File: config.mk
export PLATFORM = sky130hd
export DESIGN_NAME = dmem_arbiter
export DESIGN_NICKNAME = d
export VERILOG_FILES = /design/src/rtl/dmem_arbiter.sv
export SDC_FILE = /design/constraint.sdc
export NUM_CORES = 1
export LEC_CHECK = 0
export CAP_MARGIN = 20
export CORE_MARGIN = 2
export CORE_UTILIZATION = 36
export DETAILED_ROUTE_END_ITERATION = 12
export PLACE_DENSITY = 0.84
export SETUP_SLACK_MARGIN = 0.02
export SYNTH_ARGS = -nofsm -noshare
export SYNTH_HDL_FRONTEND = slang
export SYNTH_SLANG_ARGS = --single-unit
File: constraint.sdc
create_clock -name clock -period 1.65 [get_ports clock]
set_clock_uncertainty 0.1 [all_clocks]
set_input_delay 0.33 -clock clock [delete_from_list [all_inputs] [get_ports clock]]
set_output_delay 0.33 -clock clock [all_outputs]
set_load 0.02 [all_outputs]
File: src/rtl/dmem_arbiter.sv
// dmem_arbiter
// Shares the single-port data memory between the core LD/ST path and the
// program/data loader port. It takes one transaction at a time, round-robins
// when both sides request together, issues the access for one cycle, waits the
// fixed read latency and returns a one-cycle ack to the winner.
//
// Ports
//   clock, reset_n                   clock (rising edge), async active-low reset
//   core_req/we/addr/wdata, core_ack core requester handshake
//   ldr_req/we/addr/wdata,  ldr_ack  loader requester handshake
//   rd_data                          last load result, held until the next read
//   busy                             high whenever the arbiter is not idle
//   grant_id                         owner of current/last transaction (0 core, 1 loader)
//   mem_en/we/addr/wdata, mem_rdata  data memory interface
//
// State  | meaning
// -------+-----------------------------------------------------------
// IDLE   | sample requests, pick winner, latch its transaction
// ISSUE  | one-cycle mem_en strobe with the latched transaction
// WAIT   | read only: count down MEM_LAT, capture mem_rdata on last
// DONE   | one-cycle ack to the requester named by grant_id
module dmem_arbiter #(
    parameter int DATA_W  = 8,
    parameter int ADDR_W  = 8,
    parameter int MEM_LAT = 1
) (
    input  logic              clock,
    input  logic              reset_n,
    input  logic              core_req,
    input  logic              core_we,
    input  logic [ADDR_W-1:0] core_addr,
    input  logic [DATA_W-1:0] core_wdata,
    output logic              core_ack,
    input  logic              ldr_req,
    input  logic              ldr_we,
    input  logic [ADDR_W-1:0] ldr_addr,
    input  logic [DATA_W-1:0] ldr_wdata,
    output logic              ldr_ack,
    output logic [DATA_W-1:0] rd_data,
    output logic              busy,
    output logic              grant_id,
    output logic              mem_en,
    output logic              mem_we,
    output logic [ADDR_W-1:0] mem_addr,
    output logic [DATA_W-1:0] mem_wdata,
    input  logic [DATA_W-1:0] mem_rdata
);

    localparam int CNT_W = $clog2(MEM_LAT + 1);

    typedef enum logic [1:0] {
        S_IDLE,
        S_ISSUE,
        S_WAIT,
        S_DONE
    } state_t;

    state_t            state;
    state_t            state_nxt;
    logic [CNT_W-1:0]  wait_cnt;
    logic              lat_we;
    logic [ADDR_W-1:0] lat_addr;
    logic [DATA_W-1:0] lat_wdata;
    logic [DATA_W-1:0] rd_q;
    logic              grant_q;
    logic              win_valid;
    logic              win_id;

    // On a tie the side that did not own the last transaction wins; grant_q
    // resets to the loader so the core takes the first tie.
    always_comb begin
        win_valid = core_req | ldr_req;
        win_id    = 1'b0;
        if (core_req && ldr_req) begin
            win_id = ~grant_q;
        end else if (ldr_req) begin
            win_id = 1'b1;
        end
    end

    always_comb begin
        state_nxt = state;
        case (state)
            S_IDLE:  if (win_valid) state_nxt = S_ISSUE;
            S_ISSUE: state_nxt = lat_we ? S_DONE : S_WAIT;
            S_WAIT:  if (wait_cnt == CNT_W'(1)) state_nxt = S_DONE;
            S_DONE:  state_nxt = S_IDLE;
            default: state_nxt = S_IDLE;
        endcase
    end

    always_ff @(posedge clock or negedge reset_n) begin
        if (!reset_n) begin
            state <= S_IDLE;
        end else begin
            state <= state_nxt;
        end
    end

    always_ff @(posedge clock or negedge reset_n) begin
        if (!reset_n) begin
            grant_q   <= 1'b1;
            lat_we    <= 1'b0;
            lat_addr  <= '0;
            lat_wdata <= '0;
            wait_cnt  <= '0;
            rd_q      <= '0;
        end else begin
            // The transaction is frozen here; later input changes are ignored.
            if (state == S_IDLE && win_valid) begin
                grant_q   <= win_id;
                lat_we    <= win_id ? ldr_we    : core_we;
                lat_addr  <= win_id ? ldr_addr  : core_addr;
                lat_wdata <= win_id ? ldr_wdata : core_wdata;
            end
            if (state == S_ISSUE && !lat_we) begin
                wait_cnt <= CNT_W'(MEM_LAT);
            end else if (state == S_WAIT) begin
                wait_cnt <= wait_cnt - 1'b1;
                // Count of 1 marks the cycle MEM_LAT after the strobe.
                if (wait_cnt == CNT_W'(1)) begin
                    rd_q <= mem_rdata;
                end
            end
        end
    end

    // Everything below is decoded from registered state only.
    assign mem_en    = (state == S_ISSUE);
    assign mem_we    = (state == S_ISSUE) & lat_we;
    assign mem_addr  = lat_addr;
    assign mem_wdata = lat_wdata;
    assign core_ack  = (state == S_DONE) & ~grant_q;
    assign ldr_ack   = (state == S_DONE) &  grant_q;
    assign busy      = (state != S_IDLE);
    assign grant_id  = grant_q;
    assign rd_data   = rd_q;

endmodule

==> reports/metrics.sh <==
ANTENNA_DIODE_COUNT=0
PLACEABLECOREAREA_UM2=4030
MAX_SLEW_MARGIN_VS_LIMIT_PCT=83.3
DRT_DRC_VIOLATIONS_LEFT=0
FINAL_WEIGHTED_CONGESTION_OF_ROUTABILITY_DRIVEN_GLOBAL_PLACEMENT=0.700
ASYNC_RESET_FF_SHARE_PCT=100
SYNTHESIS.INSTANCES=139
VIA_COUNT=1339
GRTUSAGEMET1_PCT=19.9
PATH_CELLS='ha_2 > and2b_2 > buf_6'
FLOORPLAN.DIE_AREA_UM2=4750
DIE_W_UM=68.9
GRT_UTIL_ALL_LAYERS_PCT=17.0
GRT_PASS1_VIAS=1287
TOTAL_BUFFERS_AND_INVERTERS_TRAVERSED_BY_THE_CRITICAL_PATH=1
FINISH.NET_COUNT=281
SYNTHESIS.AREA_UM2=1520
WORST_SLEW_PIN_SLEW_NS=0.250
FINALWORSTSETUPSLACK_NS=0.0134
R2R_SETUP_SLACK_NS=0.06
FLOORPLAN.IO_PINS=76
CTS_ROOT_BUF='sky130_fd_sc_hd__clkbuf_8'
NUMBER_OF_ENABLE_TYPE_REGISTER_CELLS_IN_THE_SYNTHESIZED_NETLIST=0
SYN-NUM-NETS=189
PLACE_WS_NS=-0.186
POSTROUTEANTENNANETS=0
POST_CTS.REPAIR.SETUP_BUFFERS=0
DRT-VIAS-PER-INSTANCE=4.75
CTS-BUFFERS-INSERTED=5
LEAKAGE_POWER_OF_THE_DESIGN_uW=0.00110
WORST-ENDPOINT-REQUIRED_NS=1.22
YOSYSMOSTFREQUENTCELL='sky130_fd_sc_hd__dfrtp_1'
SYNTH_AREA_LEADER_CELL='sky130_fd_sc_hd__dfrtp_1'
CRITICAL_PATH_CLASS='register to output pin'
AREAGROWTHSYNTHTOFINISH_PCT=68.1
MAXIMUM_NUMBER_OF_PINS_ON_ONE_NET_BEFORE_GLOBAL_ROUTE_REPAIR=18
FIRST_ITER_VIOLATIONS=80
CLKTRANSATPATHREGS_NS=0.06
CLOCK-SINKS=29
DRT_FIRST_PASS_ITERS=4
WORST_HOLD_PATH_TYPE='input port to async pin'
PWR_DENSITY_CELL_nW_PER_UM2=1820
YS_TOP_CELLS_BY_AREA='sky130_fd_sc_hd__dfrtp_1 46%, sky130_fd_sc_hd__mux2_4 7.9%, sky130_fd_sc_hd__a31oi_2 7.4%'
MAX_FREQ_GHz=0.611
TIMING.FINAL.CRIT_PERIOD_NS=1.64
ROWS=23
FRACTION_OF_MET3_TRACKS_USED_BY_GLOBAL_ROUTING_PCT=4.06
AVGROUTEDWIREPERCELL_UM=13.9
TIMING.CRITICAL_PATH.ARRIVAL_NS=1.21
TIMING.FINAL.SETUP_VIOLATIONS=0
HOLDBUFCOUNTCTS=0
CAP_VIOLATIONS=0
WL_MM=3.91
FINAL_HOLD_FAILS=0
WORST_PATH_LARGEST_CELL_DELAY_NS=0.43
YS_SEQ_ELEMENTS=29
FIN_WORST_HOLD_SLACK_NS=0.299
GLOBALROUTE.BUSIESTLAYER='met2'
LAYOUT.CELL_AREA.NON_FILLER_UM2=2550
CLOCK_PATH_BUFFERS=2
DP_HPWL_MM=2.82
VDD_DROP_MAX_V=0.000632
CLOCK_LATENCY_NS=0.26
SYNTH_CELL_TYPE_COUNT=28
RUN_STATUS='complete, no violations'
NUMBER_OF_ANTENNA_VIOLATIONS_AT_THE_FIRST_CHECK_IN_GLOBAL_ROUTING=0
CHIPHEIGHT_UM=68.9
TOTAL_POWER_uW=4640
SETUP_TNS_NS=0
GLOBAL_ROUTE.USAGE.MET2_PCT=29.4
START_KIND='register'
SYNTH_FF_TYPE='sky130_fd_sc_hd__dfrtp_1'
SYNTH_COMMONEST_CELLS='28 x sky130_fd_sc_hd__dfrtp_1, 26 x sky130_fd_sc_hd__nand2_1, 18 x sky130_fd_sc_hd__nor2_1'
GRT_PASS1_WL_MM=5.81
DPL-INSTANCE-AREA_UM2=2400
HTREE_NUM_LEVELS=2
POST_ROUTE_CELLS_DRIVE_ABOVE_1_SHARE_PCT=33.6
CRIT_PATH_MAX_FANOUT=4
CRIT_FAMILY='flip-flops'
POST-ROUTE-PERIOD-UTIL_PCT=99.2
BUFFER_PORTS.INSERTED=75
INITIAL_CORE_UTILIZATION_PCT=37.6
SYNTH_SEQ_AREA_SHARE_PCT=47.9
CPMAXSTAGEDELAYCELL='sky130_fd_sc_hd__dfrtp_1'
MAPPED_AVG_CELL_AREA_UM2=10.9
GRT_SETUP_UNREPAIRED='yes'
TRITONCTS_CLOCK_TREE='built'
SYNTH_TOP_AREA_SHARE_PCT=46.2
GLOBAL_ROUTE.OVERFLOW_TOTAL=0
YS_WARN_COUNT=0
WORST_SETUP_PATH_END_KIND='output pin'
TIMING.FINAL.MAX_SLEW_VIOLATIONS=0
-- worst register-to-register path: cells and delay by family, from the launching register on --
| family | cells | cell delay (ns) |
|---|---|---|
| compound gates | 1 | 0.16 |
| fa+ha+maj | 1 | 0.18 |
| buf+inv | 1 | 0.16 |
| flops | 1 | 0.42 |
| mux | 1 | 0.31 |
| simple gates | 1 | 0.14 |
-- through the flow --
| step | utilization [%] | instances |
|---|---|---|
| after global routing | 63.3 | 282 |
| after floorplan | - | 139 |
| final | 63.3 | 282 |
| after global placement | 59.5 | 273 |
| after detailed placement | 59.5 | 273 |
| after CTS | 62.3 | 282 |
-- flip-flops by register name, indices dropped and copies added, names as in the netlist --
signal,count
wait_cnt,1
lat_we,1
mem_addr,8
grant_id,1
rd_data,8
mem_wdata,8
state,2
-- kinds of logic (layout without fill, tap and decap cells) --
group           after synthesis  count (layout)  synth area share [%]
mux                           9               9                  8.66
flops                        29              29                  47.9
fa+ha+maj                     4               4                  3.30
buf+inv                      11             104                  6.52
simple gates                 60              60                  17.7
xor+xnor                      1               1                 0.578
compound gates               25              25                  15.3
-- cell usage in the layout (no fill, tap or decap) --
cell type                         instances
sky130_fd_sc_hd__clkbuf_1                 3
sky130_fd_sc_hd__o21a_4                   1
sky130_fd_sc_hd__a21oi_2                  1
sky130_fd_sc_hd__clkdlybuf4s15_2          1
sky130_fd_sc_hd__nand2b_1                 1
sky130_fd_sc_hd__ha_2                     4
sky130_fd_sc_hd__buf_12                   2
sky130_fd_sc_hd__a21boi_4                 1
sky130_fd_sc_hd__o31ai_1                  1
sky130_fd_sc_hd__nor2_2                   2
sky130_fd_sc_hd__inv_2                    3
sky130_fd_sc_hd__a31oi_4                  1
sky130_fd_sc_hd__and3_4                   1
sky130_fd_sc_hd__nand2_2                  9
sky130_fd_sc_hd__buf_6                    4
sky130_fd_sc_hd__or2_2                    1
sky130_fd_sc_hd__a31oi_2                 11
sky130_fd_sc_hd__and2_4                   1
sky130_fd_sc_hd__nand2_1                 26
sky130_fd_sc_hd__clkdlybuf4s50_1         45
sky130_fd_sc_hd__a21oi_1                  1
sky130_fd_sc_hd__nor2b_4                  1
sky130_fd_sc_hd__xnor2_1                  1
sky130_fd_sc_hd__and2b_2                  1
sky130_fd_sc_hd__dlygate4sd2_1           24
sky130_fd_sc_hd__a21bo_1                  1
sky130_fd_sc_hd__buf_16                   1
sky130_fd_sc_hd__mux2_4                   9
sky130_fd_sc_hd__dfstp_2                  1
sky130_fd_sc_hd__dfrtp_1                 28
sky130_fd_sc_hd__a31oi_1                  6
sky130_fd_sc_hd__buf_4                   16
sky130_fd_sc_hd__clkbuf_8                 5
sky130_fd_sc_hd__nor2_1                  16
sky130_fd_sc_hd__and2_2                   1
sky130_fd_sc_hd__a2bb2oi_1                1
-- report_power, final --
part	switching (uW)	internal [uW]	total, uW
combinational	1370	1430	2790
clock	233	299	531
sequential	220	1090	1310
total	1820	2820	4640
-- final timing paths --
kind,to,from,depth (start not counted)
worst max-delay path,core_ack,state[0]$_DFFE_PN0P_,3
worst min-delay path,state[0]$_DFFE_PN0P_,reset_n,2
worst max register to register,state[1]$_DFFE_PN0P_,state[1]$_DFFE_PN0P_,5
worst min register to register,rd_data[5]$_DFFE_PN0P_,rd_data[5]$_DFFE_PN0P_,1
max in group asynchronous,grant_id$_DFFE_PN1P_,reset_n,2
min in group clock,rd_data[5]$_DFFE_PN0P_,rd_data[5]$_DFFE_PN0P_,1
-- area by class of cell --
cell class	count	area [um2]
Timing Repair Buffer	93	905
Multi-Input combinational cell	99	763
Tap cell	50	62.6
Sequential cell	29	727
Clock buffer	8	80.1
Inverter	3	11.3
Fill cell	352	1480
-- routing by layer --
layer / part of all wire, % / wire length (um)
met5: 0 / 0
met1: 39 / 1540
met2: 53 / 2060
met4: 1.3 / 51
met3: 6.6 / 258
-- repair_timing --
action | in CTS | in global routing
cloned | 1 | 0
endpoints found under the hold margin | 0 | 0
gates resized for setup | 60 | 16
pin swaps | 1 | 2
setup endpoints to repair | 40 | 32
Power figures use the tool's default switching activity.
==> RTL change 1 (same flow settings) <==
Change the parameter `MEM_LAT` from 1 to 2. Comments in the files are not updated.
--- a/src/rtl/dmem_arbiter.sv
+++ b/src/rtl/dmem_arbiter.sv
@@ -22,7 +22,7 @@
 module dmem_arbiter #(
     parameter int DATA_W  = 8,
     parameter int ADDR_W  = 8,
-    parameter int MEM_LAT = 1
+    parameter int MEM_LAT = 2
 ) (
     input  logic              clock,
     input  logic              reset_n,
Check against the original RTL: not equivalent (Yosys sat finds a counterexample within 4 cycles, from zero or initial values and one cycle with reset_n low).
==> RTL change 1 against the original RTL <==
  * The run now ends with setup timing left
  * Worst setup slack worse by 0.013 ns
  * Sequential cell count is 1 higher
  * Power up 0.65%
  * Die area is 1.6% higher
  * Area after synthesis increased by 1.7%
  * Design area increased by 2.7%
  * Routed wire length shrank 7.2%
  * Global-route usage down 1.1 points
  * Critical path type unchanged
  * Largest cell class unchanged
  * Highest routed layer unchanged
==> RTL change 1: results (changes against the original RTL) <==
[yosys]
ys_types = 26  ; -7.1%
synthAdderAreaFrac = 0.0487  ; +0.0157
synthTopCellsByCount = 29 x dfrtp_1, 27 x nand2_1, 19 x nor2_1
synth_nets = 197  ; +4.2%
synth-compound-area-share = 0.156  ; +0.00308
synth-async-reset-ratio = 1.00  ; unchanged
synth_xor_area_frac = 0.00568  ; -0.0000984
ys_warn_count = 0  ; unchanged
synthMuxAreaShare = 0.0657  ; -0.0209
avgSynthCellArea_um2 = 10.6  ; -2.5%
seq_area_frac_synth = 0.487  ; +0.00806
synth.area.top_cells = dfrtp_1 47%, a31oi_2 7.3%, mux2_2 6.6%

[place]
place_area_um2 = 2450  ; +2.1%
port_buffers = 75  ; unchanged
dp_hpwl_um = 2590  ; -8.0%
place_inst = 277  ; +1.5%
dp_slack_ns = -0.170  ; +0.0154 ns
gp_congestion = 0.741  ; +5.9%

[setup_path]
worstPathArrival_ns = 1.22
crit_slowest_cell = dfrtp_2
critPathMaxFanout = 3  ; -1
cpPeakStageDelay_ns = 0.46  ; +0.03 ns

[outcome]
violations = setup timing
status = finished with violations

[layout]
diodes = 0  ; unchanged
fin_cells = 286  ; +1.4%
drive_above_1_share = 0.301  ; -0.0354
fill_cells = 331  ; -6.0%

[pwr]
p_leak_nw = 1.13  ; +2.7%
ir_drop_mv = 0.663  ; +4.9%

[global_routing]
grt_pass1_wl_um = 6140  ; +5.7%
grt_pass1_vias = 1344  ; +4.4%
antenna_found_initial = 0  ; unchanged
grt_max_degree = 35  ; +17
groute.usage.overall = 0.159  ; -0.0108

[timing]
setup_violations = 1  ; +1
fin_setup_tns_ns = -0.0000163  ; -0.0000163 ns
final.setup.worst_slack_ns = -0.0000163  ; -0.0134 ns
slew_headroom = 0.846  ; +0.0138

[clock_network]
cts-buffers-inserted = 5  ; unchanged
clkLatencyLatePin_ns = 0.27
clockBufferDepth = 2  ; unchanged
root_buffer = clkbuf_8
clkTransAtPathRegs_ns = 0.06  ; about the same
cts_max_level = 2  ; unchanged

[routing]
routed_wl_um = 3620  ; -7.2%
drtIter0Drc = 29  ; -64%
vias = 1338  ; -0.075%
firstDrtPassIters = 4  ; unchanged

[min_path]
hold_class = in -> async

==> RTL change 1: report_power, final <==
group	internal (mW)	total, mW	switching, mW
clock network	0.421	0.686	0.265
registers	1.13	1.35	0.215
logic	1.30	2.63	1.34
total	2.85	4.67	1.82
==> RTL change 1: timing repair <==
item                                    CTS  global route
pin swaps                                 1             4
endpoints found under the hold margin     0             0
gates cloned                              0             0
endpoints found under the setup margin   31            11
gates resized for setup                  49            25
buffers inserted                          0             1
==> RTL change 1: critical path, delay by kind of cell (launching register included) <==
kind	cells	cell delay, ns
simple gates	1	0.19
flops	1	0.46
fa+ha+maj	1	0.17
buf+inv	1	0.12
==> RTL change 1: worst paths after layout <==
| path | startpoint | to | slack (ns) | cells after the start |
|---|---|---|---|---|
| min in group clock | rd_data[5] | rd_data[5] | 0.40 | 1 |
| setup / recovery | state[0] | core_ack | -0.00002 | 3 |
| max in group asynchronous | reset_n | grant_id | 0.90 | 2 |
| setup reg to reg | state[0] | state[1] | 0.05 | 6 |
| hold reg to reg | rd_data[5] | rd_data[5] | 0.40 | 1 |
| hold / removal | reset_n | mem_addr[3] | 0.32 | 2 |
==> RTL change 1: per-layer routing <==
layer	part of all wire	routed length [um]	GRT usage
met4	0.018	67	0.0654
met5	0	0	0
met1	0.42	1540	0.185
met3	0.047	170	0.0392
met2	0.51	1850	0.278
==> RTL change 1: final cells by class <==
type,count,area (um2),area share
Clock buffer,8,110,0.0420
Inverter,5,21.3,0.00812
Multi-Input combinational cell,103,768,0.293
Sequential cell,30,754,0.288
Tap cell,50,62.6,0.0239
Timing Repair Buffer,90,902,0.344
==> RTL change 2 (config.mk and constraints unchanged) <==
Without the edit above. Encoding of `state_t`: now one-hot (4 bits for 4 states).
--- a/src/rtl/dmem_arbiter.sv
+++ b/src/rtl/dmem_arbiter.sv
@@ -48,11 +48,11 @@
 
     localparam int CNT_W = $clog2(MEM_LAT + 1);
 
-    typedef enum logic [1:0] {
-        S_IDLE,
-        S_ISSUE,
-        S_WAIT,
-        S_DONE
+    typedef enum logic [3:0] {
+        S_IDLE  = 4'b0001,
+        S_ISSUE = 4'b0010,
+        S_WAIT  = 4'b0100,
+        S_DONE  = 4'b1000
     } state_t;
 
     state_t            state;
Function: no difference found for any inputs over 10 cycles, from zero or initial values and one cycle with reset_n low; not proved beyond that.
==> RTL change 2 against the original RTL <==
  * The run now ends with setup timing left
  * Synthesized cell count fell by 15%
  * Design area rose by 4.8%
  * Routed wire length rose by 5.8%
  * Area after synthesis rose by 0.41%
  * Worst setup slack got worse by 0.13 ns
  * Power rose by 3.6%
  * Maximum frequency fell by 7.6%
  * Sequential cell count rose by 2
  * Critical path type unchanged
==> RTL change 2: results (changes against the original RTL) <==
[clock_network]
clockBufferDepth = 2  ; unchanged
clkTransAtPathRegs_ns = 0.06  ; about the same
cts_max_level = 2  ; unchanged
cts-buffers-inserted = 5  ; unchanged
clkLatencyLatePin_ns = 0.28  ; +0.02 ns

[global_routing]
groute.usage.overall = 0.177  ; +0.00701
grt_pass1_vias = 1419  ; +10%
grt_pass1_wl_um = 6680  ; +15%
grt_max_degree = 32  ; +14

[pwr]
netSwitchingFraction = 0.386  ; -0.00573
clkPwrFrac = 0.119  ; +0.004
netSwitchingPower_mw = 1.86  ; +2.1%
ir_drop_mv = 0.965  ; +53%
p_leak_nw = 1.11  ; +0.90%
pg_seq_mw = 1.38  ; +5%

[routing]
routed_wl_um = 4140  ; +5.8%
drtIter0Drc = 52  ; -35%
firstDrtPassIters = 4  ; unchanged
vias = 1366  ; +2.0%

[yosys]
netlist_instances = 118  ; -15%
ys_warn_count = 0  ; unchanged
synthTopCellsByCount = 29 x dfrtp_1, 17 x o32ai_1, 9 x a2bb2oi_2, 8 x a2bb2oi_1, 8 x mux2_2
ys_types = 31  ; +11%
synth.area.top_cells = dfrtp_1 48%, o32ai_1 9.8%, a2bb2oi_2 8.9%
seq_area_frac_synth = 0.511  ; +0.0317
synth-async-reset-ratio = 1.00  ; unchanged
synth_nets = 164  ; -13%

[place]
place_area_um2 = 2470  ; +3.2%
place_inst = 251  ; -8.1%
port_buffers = 75  ; unchanged
dp_slack_ns = -0.275  ; -0.0889 ns
dp_hpwl_um = 2920  ; +3.5%
gp_congestion = 0.718  ; +2.7%

[layout]
fill_cells = 303  ; -14%
post-route-util = 0.663  ; +0.0304
nets = 260  ; -7.5%
drive_above_1_share = 0.353  ; +0.0173
fin_cells = 265  ; -6.0%

[setup_path]
crit_slowest_cell = dfstp_2
r2r_slack_ns = 0.02  ; -0.04 ns
r2r_cells = 5  ; unchanged
cpPeakStageDelay_ns = 0.56  ; +0.13 ns
r2r-end = grant_id
cp-endpoint = mem_we
critPathLaunch = state[0]
worstPathArrival_ns = 1.34  ; +0.13 ns

[outcome]
violations = setup timing
status = finished with violations

[timing]
setup_violations = 5  ; +5
final.setup.worst_slack_ns = -0.121  ; -0.134 ns
drv_slew = 0  ; unchanged
slew_headroom = 0.777  ; -0.0554
fin_setup_tns_ns = -0.360  ; -0.360 ns
whs_ns = 0.309  ; +0.0105 ns

[min_path]
hold_class = in -> async

==> RTL change 2: cell count changes in the layout (fill, tap and decap cells not counted), sizes merged, moves of 3 or more <==
cell	unedited run	this run
nand2	35	1
a31oi	18	0
o32ai	0	17
a2bb2oi	1	17
nor2	18	4
buf	23	31
ha	4	0
nor2b	1	5
nor4b	0	3
==> RTL change 2: what timing repair did <==
item / in CTS / in global routing
setup buffers: 3 / 3
endpoints found under the setup margin: 49 / 32
cloned: 0 / 1
hold endpoints to repair: 0 / 0
pin swaps: 0 / 1
gates resized for setup: 67 / 12
==> RTL change 2: final cells by class <==
class | count | area share
Clock buffer | 7 | 0.0286
Clock inverter | 1 | 0.00187
Inverter | 4 | 0.00562
Multi-Input combinational cell | 71 | 0.280
Sequential cell | 31 | 0.293
Tap cell | 50 | 0.0234
Timing Repair Buffer | 101 | 0.368
==> RTL change 2: cell families (layout without fill, tap and decap cells) <==
group,after synthesis,count (layout),share of synthesized area
flip-flops,31,31,0.511
buffers and inverters,16,113,0.0592
multiplexers,9,9,0.0657
AO/OA/AOI/OAI,41,41,0.270
AND/OR/NAND/NOR,21,21,0.0945
==> RTL change 2: worst register-to-register path, cell delays in order, from the launching register on <==
cell	delay, ns
dfstp_2	0.56
nor4b_4	0.23
buf_4	0.15
and2b_2	0.21
buf_6	0.14
mux2i_1	0.17
==> RTL change 2: per-layer routing <==
| metal | wire, um | GRT usage | vias to the layer above |
|---|---|---|---|
| met5 | 0 | 0 | - |
| met4 | 23 | 0.0632 | 0 |
| met3 | 396 | 0.0950 | 2 |
| met2 | 2080 | 0.290 | 62 |
| met1 | 1630 | 0.194 | 647 |
| li1 | - | - | 655 |
